[config.mk]
export PLATFORM = sky130hd
export DESIGN_NAME = fetch_stage
export DESIGN_NICKNAME = d
export VERILOG_FILES = /design/src/rtl/fetch_stage.sv
export SDC_FILE = /design/constraint.sdc
export NUM_CORES = 1
export LEC_CHECK = 0
export CORE_ASPECT_RATIO = 0.7
export CORE_MARGIN = 2
export CORE_UTILIZATION = 46
export CTS_BUF_LIST = sky130_fd_sc_hd__clkbuf_16
export CTS_CLUSTER_SIZE = 25
export DETAILED_ROUTE_END_ITERATION = 10
export PLACE_DENSITY = 0.81
export SLEW_MARGIN = 20
export SYNTH_ARGS = -nofsm -noshare
export SYNTH_HDL_FRONTEND = slang
export SYNTH_SLANG_ARGS = --single-unit
[constraint.sdc]
create_clock -name clock -period 2.3 [get_ports clock]
set_clock_uncertainty 0.2 [all_clocks]
set_input_delay 0.69 -clock clock [delete_from_list [all_inputs] [get_ports clock]]
set_output_delay 0.69 -clock clock [all_outputs]
set_load 0.01 [all_outputs]
[src/rtl/fetch_stage.sv]
// -----------------------------------------------------------------------------
// fetch_stage
//
// Instruction-fetch front end of the pipelined RV32I core. Owns the program
// counter, issues word reads to a synchronous instruction memory with a
// one-cycle read latency, and hands {pc, insn} beats to decode. A one-entry
// skid buffer catches the response that is already in flight when decode
// stalls, so a stall never loses a fetched word.
//
// Ports:
//   clock           sole clock, all state updates on posedge
//   reset           synchronous, active-high
//   imem_req        read request this cycle
//   imem_addr       word-aligned byte address of the request (pc)
//   imem_rdata      read data, valid the cycle after imem_req
//   f_valid         beat valid to decode
//   f_pc, f_insn    pc and instruction of the beat
//   f_ready         decode can take the beat
//   redirect_valid  control-flow redirect from execute
//   redirect_pc     redirect target, low two bits ignored
//
// Handshake: a beat transfers on a rising edge where f_valid && f_ready.
// Once f_valid is high it stays high, and f_pc/f_insn stay stable, until the
// transfer happens; only reset or a redirect withdraws an unaccepted beat.
// -----------------------------------------------------------------------------
module fetch_stage #(
    parameter int                AWIDTH   = 32,
    parameter logic [AWIDTH-1:0] PC_RESET = 32'h0100_0000
) (
    input  logic              clock,
    input  logic              reset,
    output logic              imem_req,
    output logic [AWIDTH-1:0] imem_addr,
    input  logic [31:0]       imem_rdata,
    output logic              f_valid,
    output logic [AWIDTH-1:0] f_pc,
    output logic [31:0]       f_insn,
    input  logic              f_ready,
    input  logic              redirect_valid,
    input  logic [AWIDTH-1:0] redirect_pc
);

    localparam logic [31:0] NOP = 32'h0000_0013;

    logic [AWIDTH-1:0] pc;
    logic              pend;       // a response arrives on imem_rdata this cycle
    logic [AWIDTH-1:0] req_pc;     // pc belonging to that response
    logic              skid_valid;
    logic [AWIDTH-1:0] skid_pc;
    logic [31:0]       skid_insn;

    logic out_free;                // output register may be overwritten this cycle
    logic issue;

    always_comb begin
        out_free = !f_valid || f_ready;
        // A new request is only made if its response is certain to have a
        // home next cycle: a full skid, or a response that is about to fill
        // the skid because the output is stalled, both block issue.
        issue = !reset && !redirect_valid && !skid_valid
                && !(pend && f_valid && !f_ready);
    end

    assign imem_req  = issue;
    assign imem_addr = pc;

    always_ff @(posedge clock) begin
        if (reset) begin
            pc         <= PC_RESET;
            pend       <= 1'b0;
            req_pc     <= PC_RESET;
            skid_valid <= 1'b0;
            skid_pc    <= '0;
            skid_insn  <= NOP;
            f_valid    <= 1'b0;
            f_pc       <= '0;
            f_insn     <= NOP;
        end else if (redirect_valid) begin
            // Flush: the response landing this cycle is dropped, and no
            // request was made this cycle so nothing lands next cycle.
            // A beat handshaken this cycle already belongs to decode.
            pc         <= {redirect_pc[AWIDTH-1:2], 2'b00};
            pend       <= 1'b0;
            skid_valid <= 1'b0;
            f_valid    <= 1'b0;
        end else begin
            pend <= issue;
            if (issue) begin
                req_pc <= pc;
                pc     <= pc + AWIDTH'(4);
            end

            if (pend) begin
                if (out_free) begin
                    f_valid <= 1'b1;
                    if (skid_valid) begin
                        // Older skid beat goes out first; new data takes its
                        // place so program order is kept.
                        f_pc      <= skid_pc;
                        f_insn    <= skid_insn;
                        skid_pc   <= req_pc;
                        skid_insn <= imem_rdata;
                    end else begin
                        f_pc   <= req_pc;
                        f_insn <= imem_rdata;
                    end
                end else begin
                    // Output stalled; skid is empty here because a stalled
                    // output with a response pending suppressed the issue
                    // that could have filled it.
                    skid_valid <= 1'b1;
                    skid_pc    <= req_pc;
                    skid_insn  <= imem_rdata;
                end
            end else if (out_free) begin
                if (skid_valid) begin
                    f_valid    <= 1'b1;
                    f_pc       <= skid_pc;
                    f_insn     <= skid_insn;
                    skid_valid <= 1'b0;
                end else begin
                    f_valid <= 1'b0;
                end
            end
        end
    end

endmodule

==> impl_summary.md, run 1 <==
Final layout
After routing the design area is roughly 11000 um2. The fill cell instance count of the final layout is 1406. The synthesis-to-layout area growth is 36.5%.

The repair_antennas step left the layout with diodes totalling 0. Summing all flip-flop and latch instances after layout gives around 3800 um2. The number of nets in the final layout is 1151.

Cells with a size suffix above 1 make up 11.3% of the layout. The multi-input combinational cells in the finished layout cover a total of ~3700 um2.

Run status
The flow ran to the end, and the final reports show no timing, DRC or antenna violations.

Timing
The final max-slew violation count is 0. Headroom to the max-slew limit came out at around 56%. The total setup violations reported at the end of the flow is 0. The highest clock frequency the design can meet is between 0.4 and 0.5 GHz. For the pin with the worst max-slew slack, the measured transition is 654 ps. The final hold violation count is 0.

The routed design could run at a clock period as short as 2290 ps. The worst-case setup margin in the final layout is roughly 9.3 ps. After layout, the worst path uses between 90% and 100% of the clock period. Hold is met by ~250 ps.

Setup repair after global routing could not meet its margin everywhere.

Pwr
The leakage power of the design is ~3.8 nW. The total power divided by cell area is approximately 690 nW/um2. The maximum VDD drop is 0.469 mV.

Synthesis
In this run, synthesis produced a sequential element count of 187. In the synthesized netlist the async set-or-reset flop fraction comes to 0%. The count of warnings emitted by yosys is 0. For this run, the leading register cell type out of synthesis is dfxtp_1. Synthesis instantiated 54 different standard cells from the library. The synthesized area is around 7800 um2.

After synthesis, flip-flops and latches occupy 48.3% of the total area. After technology mapping, the gate count stands at between 900 and 1000. In this run the mean area of a mapped cell was 8.45 um2. The number of enable flip-flop cells after synthesis is 0.

Detailed routing
The first TritonRoute pass finished after 5 iterations. Across all layers, the routed design uses about 7000 vias. The final wirelength is 20600 um. In the routed layout, each cell is associated on average with a via count of approximately 5.4. In this run, the number of DRC markers left after iteration 0 of detailed routing was approximately 610. The post-detailed-route wirelength per cell is roughly 16 um. The detail route stage leaves a number of antenna-violating nets equal to 0.

For this run, design rule violations remaining after detail routing come to 0.

Placement
The count of input and output buffers is 159. The setup slack at placement is -730 ps. At the end of routability-driven placement, the weighted congestion stood at between 0.8 and 0.9.

Once detailed placement completed, the half-perimeter wirelength came to approximately 14000 um. Once placement finished, the instance area stood at about 9900 um2.

Die
The floorplan has 39 rows. The die footprint is 17900 um2. In this run the horizontal extent of the chip is between 150 and 200 um. The I/O pin count is ~170. The die height is 113 um.

The core footprint is 16400 um2. The initial core utilization is a little under half.

Global routing
The global-route usage over all layers is a little under a quarter. The number of antenna violations at the first check in global routing is 0. Entering global routing, the biggest net connects 140 pins. The number of global-route vias before repair is around 6500. The final global-route overflow total is 0. The first global-routing pass estimated ~33000 um of wire.

Critical path
The worst setup path is of the input port to output port kind. The signal on the critical path passes through dlygate4sd2_1 > nor3_2 > nand2_2 > clkinv_4 > buf_6. The highest cell delay on the worst timing path is ~280 ps. The endpoint class of the critical path is an output port. For the worst setup path, the data arrival time is ~1400 ps. The cell family contributing the most delay on the critical path is buffers and inverters. Among all stages on the critical path, the largest delay is contributed by dlygate4sd2_1.

The worst setup path is launched from an input port. Counting both buffers and inverters, the worst setup path holds a total of 3. The required time of the critical path is 1410 ps. The maximum fanout count along the critical path is 2.

Clock network
The number of clock sinks seen by CTS is around 190. The later pin in the worst-skew pair is clocked with a latency of around 420 ps. Buffers inserted during clock tree synthesis total 17. Clock-pin slew was measured on the worst setup and hold paths at 70 ps. The CTS tree is done. The number of levels the H-tree was split into is 4.

Counting along the longest clock path gives a buffer depth of 2. Clock tree synthesis selected as its root buffer the cell clkbuf_16.

Job
The max-capacitance violation count is 0.

Min path
The min-delay analysis places its worst path in the category flop to flop.
## state kept, by name, indices dropped and copies added, names as in the netlist
register and count:
req_pc 30, skid_valid 1, skid_pc 30, f_pc 30, pend 1, f_insn 32
imem_addr 30, skid_insn 32, f_valid 1
## kinds of logic (layout without fill, tap and decap cells)
group                      count (synthesis)  after routing  share of synthesized area (%)
adders and majority gates                  1              1                          0.161
AOI/OAI and AO/OA                        202            202                           16.4
and+or+nand+nor                          358            358                           20.1
buffers and inverters                     84            258                           4.40
xor gates and xnor gates                  21             21                           2.37
muxes                                     64             64                           8.27
other                                      1              4                         0.0483
DFF                                      187            187                           48.3
## cells in the final DEF, fill, tap and decap left out, types with 3 or more instances in the layout
| cell type | netlist | final |
|---|---|---|
| xnor2_1 | 7 | 7 |
| buf_12 | 0 | 12 |
| clkinv_4 | 0 | 4 |
| dlymetal6s2s_1 | 0 | 4 |
| o21a_1 | 4 | 3 |
| o21ai_0 | 3 | 3 |
| buf_4 | 4 | 45 |
| dfxtp_4 | 0 | 4 |
| mux2i_1 | 63 | 63 |
| nand3b_1 | 5 | 5 |
| inv_8 | 0 | 4 |
| and2_1 | 7 | 7 |
| nand2_1 | 201 | 200 |
| inv_6 | 0 | 4 |
| a31oi_1 | 6 | 6 |
| clkdlybuf4s50_1 | 0 | 136 |
| or3_1 | 3 | 3 |
| inv_1 | 9 | 9 |
| dfxtp_2 | 0 | 10 |
| a21oi_1 | 98 | 98 |
| clkbuf_16 | 0 | 17 |
| nand4_1 | 11 | 11 |
| nand3_1 | 15 | 15 |
| conb_1 | 1 | 4 |
| xor2_1 | 14 | 14 |
| a211o_1 | 4 | 4 |
| dfxtp_1 | 187 | 173 |
| o22ai_1 | 5 | 5 |
| nor3_1 | 9 | 7 |
| nor2_1 | 85 | 85 |
| dlygate4sd2_1 | 0 | 16 |
| a211oi_1 | 69 | 69 |
## cells in the mapped netlist (2+ instances only)
master / count / area (um2)
nand2_1: 201 / 754
dfxtp_1: 187 / 3740
a21oi_1: 98 / 490
nor2_1: 85 / 319
a211oi_1: 69 / 518
mux2i_1: 63 / 631
clkbuf_1: 61 / 229
nand3_1: 15 / 75.1
xor2_1: 14 / 123
nand4_1: 11 / 68.8
buf_2: 9 / 45.0
inv_1: 9 / 33.8
nor3_1: 9 / 45.0
and2_1: 7 / 43.8
xnor2_1: 7 / 61.3
a31oi_1: 6 / 37.5
nand3b_1: 5 / 37.5
o22ai_1: 5 / 31.3
a211o_1: 4 / 35.0
buf_4: 4 / 30.0
o21a_1: 4 / 30.0
nor2b_1: 3 / 18.8
o21ai_0: 3 / 15.0
or3_1: 3 / 18.8
a311oi_1: 2 / 17.5
and3_1: 2 / 12.5
nand2b_1: 2 / 12.5
nand4_2: 2 / 25.0
nor4_1: 2 / 12.5
nor4_2: 2 / 25.0
## worst paths after layout
path / startpoint / slack (ps) / depth (start not counted) / endpoint
worst min-delay path: skid_pc[22] / 250 / 2 / skid_pc[22]
worst max-delay path: redirect_valid / 9 / 5 / imem_req
worst max register to register: imem_addr[3] / 160 / 6 / imem_addr[18]
worst min register to register: skid_pc[22] / 250 / 2 / skid_pc[22]
## repair_timing
item / 4_1_cts / 5_1_grt
setup buffers: 1 / 1
pin swaps: 2 / 1
hold endpoints to repair: 0 / 0
setup endpoints to repair: 29 / 10
resized for setup: 42 / 10
hold buffers: 0 / 0
## tightest hold or removal path, cell delays in order, from the launching register on
cell     delay [ps]
dfxtp_1         310
nand2_1          50
a21oi_1          50
## layout make-up
type                            instances  share of cell area [%]
Sequential cell                       187                    35.6
Multi-Input combinational cell        650                    35.2
Timing Repair Buffer                  216                    20.4
Clock buffer                           17                    4.02
Tap cell                              225                    2.66
Clock inverter                         15                    1.68
Inverter                               10                   0.402
## through the flow
step / util (%) / setup TNS, ps / total power, mW / std cells
6_report: 64.6 / 0 / 7.31 / 1320
5_1_grt: 64.6 / -31.9 / 7.59 / 1320
3_3_place_gp: 60.6 / -46910 / 4.35 / 1286
4_1_cts: 64.4 / 0 / 7.37 / 1319
3_5_place_dp: 60.6 / -51930 / 4.37 / 1286
2_1_floorplan: - / -18.2 / 3.90 / 921
## report_power, final
| group | leakage, nW | internal [mW] | switching, mW |
|---|---|---|---|
| clock network | 0.294 | 1.65 | 1.38 |
| logic | 1.96 | 0.434 | 0.405 |
| registers | 1.53 | 3.35 | 0.0939 |
| total | 3.78 | 5.43 | 1.88 |
## layer usage
layer	wire (um)	track usage, %	up-vias
met5	0	0	-
met2	9260	35.6	243
met1	9650	32.1	3304
met4	280	6.61	0
met3	1370	5.03	26
li1	-	-	3496
No activity file was read; power rests on OpenSTA's default activity.
==> inputs of run 2 (changes only) <==
Settings changed: CTS_CLUSTER_SIZE 25 to unset.
==> results of run 2 <==
No change in the layout: final DEF, timing and power equal those of run 1.
==> inputs of run 3 (changes only) <==
Settings changed: CORE_MARGIN 2 to unset.
==> impl_summary.md, run 3 (same netlist as run 1, synthesis figures left out) <==
Placement
The count of input and output buffers came to 159 (unchanged). The setup slack at placement is -782 ps (-51.8 ps). The weighted congestion at the end of routability-driven global placement is 0.868 (+0.97%).

The cell total after placement is 1291 (+0.39%). The detailed-placement wirelength estimate is 14100 um (+1.4%).

Timing
The total setup violations reported at the end of the flow is 0 (unchanged). The worst-case setup margin in the final layout came to 19.1 ps (+9.84 ps). The slew at the pin closest to its max-slew limit was 1050 ps (+397 ps).

Setup repair after global routing could not meet its margin everywhere. The headroom to the max-slew limit was 29.9% (-26 points). The final total negative setup slack is 0 ps (unchanged). The period utilization is 99.2% (-0.43 points).

The shortest period the worst path allows came to 2280 ps (-9.84 ps). The final hold violation count is 0 (unchanged). The highest clock frequency the design can meet is 0.438 GHz (+0.43%).

The final max-slew violation count is 0 (unchanged).

Die
The die height is 111 um (-1.8%). The width of the die came to 157 um (-1.3%). The core footprint is 16400 um2 (unchanged). The die footprint was 17400 um2 (-3.0%). The number of rows created at floorplan came to 39 (unchanged).

The initial core utilization is 47.3% (unchanged). The I/O pin count is 166 (unchanged).

Min path
The depth of the worst hold-timing path is 2 (unchanged). The worst hold path terminates at skid_pc[25]. The path type of the worst min-delay path is flop to flop.

The start point of the worst hold path is skid_pc[25].

Clock network
The number of clock sinks seen by CTS is 187 (unchanged). The clock-pin transition on the worst setup and hold timing paths is 70 ps (about the same). The maximum clock path buffer count is 2 (unchanged). The CTS tree is done. The clock latency reported for the late side of the worst-skew pair was 430 ps (about the same). The clock buffer count from CTS is 17 (unchanged). The number of levels the H-tree was split into is 4 (unchanged). The buffer type at the clock tree root is clkbuf_16.

Final layout
The fill cell instance count of the final layout is 1354 (-3.7%). The most frequent standard cell in the layout excluding fill and tap cells is nand2_1. In the layout the commonest cells are nand2_1, dfxtp_1, clkdlybuf4s50_1, a21oi_1, nor2_1.

The share of post-route cells with drive strength above 1 was 11.9% (+0.58 points). The post-route core utilization is 65.3% (+0.74 points). The number of nets in the final layout is 1156 (+0.43%). The filler-free cell count of the finished design is 1325 (+0.38%). The largest registers in the layout are f_insn (32), skid_insn (32). The synthesis-to-layout area growth is 38.0%. The diode insertion count for antenna repair is 0 (unchanged).

Detailed routing
The final wirelength is 20400 um (-0.69%). The detail-routed via count per cell was 5.32 (-0.63%). The post-detailed-route wirelength per cell is 15.4 um (-1.1%).

The total number of vias is 7051 (-0.25%). The DRC violations left is 0 (unchanged). The number of antenna-violating nets in the routed design is 0 (unchanged).

The number of DRC violations after detailed-routing iteration 0 is 570 (-6.9%). The count of TritonRoute iterations in the first routing pass came to 5 (unchanged).

Pwr
The fraction of power consumed by the clock network is 43.3% (+1.9 points). The total power divided by cell area was 708 nW/um2 (+2.4%). The switching power total was 1.82 mW (-2.9%). The maximum VDD drop is 0.418 mV (-11%). The overall power came to 7.58 mW (+3.6%). The combinational cell fraction of total power is 11.1% (-0.4 points). The net switching share of the total power is 24.1% (-1.6 points). The internal power summed over all cells was 5.75 mW (+5.8%). The leakage power of the design is 3.94 nW (+4.3%). The sequential share of power was 45.6% (-1.5 points).

Run status
The run finished with clean final reports.

Critical path
The signal arrival time at the worst endpoint is 1390 ps (about the same). The number of cells traversed by the worst register-to-register path is 5 (-1). Traced cell by cell, the critical path runs through clkdlybuf4s15_1 > nor3_2 > nand2_2 > clkinv_4 > buf_6. The highest cell delay on the worst timing path is 220 ps (-60 ps). The critical path starts at redirect_valid. The highest-delay cell along the critical path is clkdlybuf4s15_1. The number of cells on the critical path is 5 (unchanged). The nature of the critical path startpoint is an input port. The number of buffer and inverter instances along the worst setup path came to 3 (unchanged). The required time of the critical path was 1410 ps (about the same). The critical path is of the input port to output port type. The cell family contributing the most delay on the critical path is buffers and inverters. The maximum fanout count along the critical path came to 2 (unchanged). STA classifies the critical path endpoint as an output port. The capturing point of the worst reg2reg path is imem_addr[31].

The flop-to-flop setup slack is 160 ps (about the same). In this run the critical register-to-register path is launched from imem_addr[8].

Global routing
The number of global-route vias before repair is 6563 (+0.95%). The pin count of the biggest net entering global routing is 102 (-27%). The global-route usage over all layers came to 24.1% (+1.2 points).

The global routing stage identified its most utilized layer as met2. The met2 capacity usage during global routing is 37.8% (+2.3 points). The number of antenna violations at the first check in global routing came to 0 (unchanged). The met3 global-route usage is 5.08% (+0.056 points). The first-pass GRT wire length is 33200 um (+0.11%). The met1 track demand over resource is 33.4% (+1.2 points). The final global-route overflow total came to 0 (unchanged).

Job
The max-capacitance violation count was 0 (unchanged).
## run 3: changes by cell type in the layout (fill, tap and decap cells not counted), moves of 3 or more
cell,change
clkdlybuf4s50_1,-7
buf_4,+3
dlymetal6s2s_1,+8
dfxtp_2,+7
dfxtp_1,-3
bufinv_16,+3
dfxtp_4,-4
## run 3: area by class of cell
cell class | instances | area, um2 | share of cell area (%)
sequential | 187 | 3760 | 35.2
multi-input combinational | 650 | 3720 | 34.7
tap | 225 | 282 | 2.63
timing repair buffer | 221 | 2240 | 20.9
clock inverter | 15 | 235 | 2.20
clock buffer | 17 | 425 | 3.97
inverter | 10 | 42.5 | 0.397
## run 3: per-stage QoR
| step | hold slack (ps) | cell area [um2] |
|---|---|---|
| after CTS | 256 | 10700 |
| after global placement | 241 | 9990 |
| after global routing | 275 | 10700 |
| final | 254 | 10700 |
| after floorplan | 236 | 7780 |
| after detailed placement | 246 | 9990 |
## run 3: layer usage
metal / up-vias / routed length [um] / part of all wire, %
met3: 25 / 1160 / 5.7
li1: 3493 / - / -
met4: 0 / 238 / 1.2
met1: 3317 / 9750 / 48
met5: - / 0 / 0
met2: 216 / 9270 / 45
## run 3: worst register-to-register path, stage by stage (launching register included)
cell	delay, ps
dfxtp_1	480
nand4_2	170
nor4_2	420
nand3_1	190
xor2_1	180
a2111oi_1	390
## run 3: repair_timing
action                     in CTS  in global routing
setup endpoints to repair      35                 13
resized for setup              43                 13
pin swaps                       2                  1
hold buffers                    0                  0
setup buffers                   2                  0
## run 3: power groups by stage
stage	Sequential (mW)	Combinational, mW	Clock [mW]
2_1_floorplan	3.55	0.347	0
3_3_place_gp	3.52	0.837	0
3_5_place_dp	3.52	0.850	0
4_1_cts	3.45	0.846	3.32
5_1_grt	3.47	0.907	3.48
6_report	3.45	0.842	3.28
## run 3: how the worst max path moves through the flow
stage	end
2_1_floorplan	imem_req
3_3_place_gp	imem_req
3_5_place_dp	imem_req
4_1_cts	imem_addr[15]
5_1_grt	imem_req
6_report	imem_req
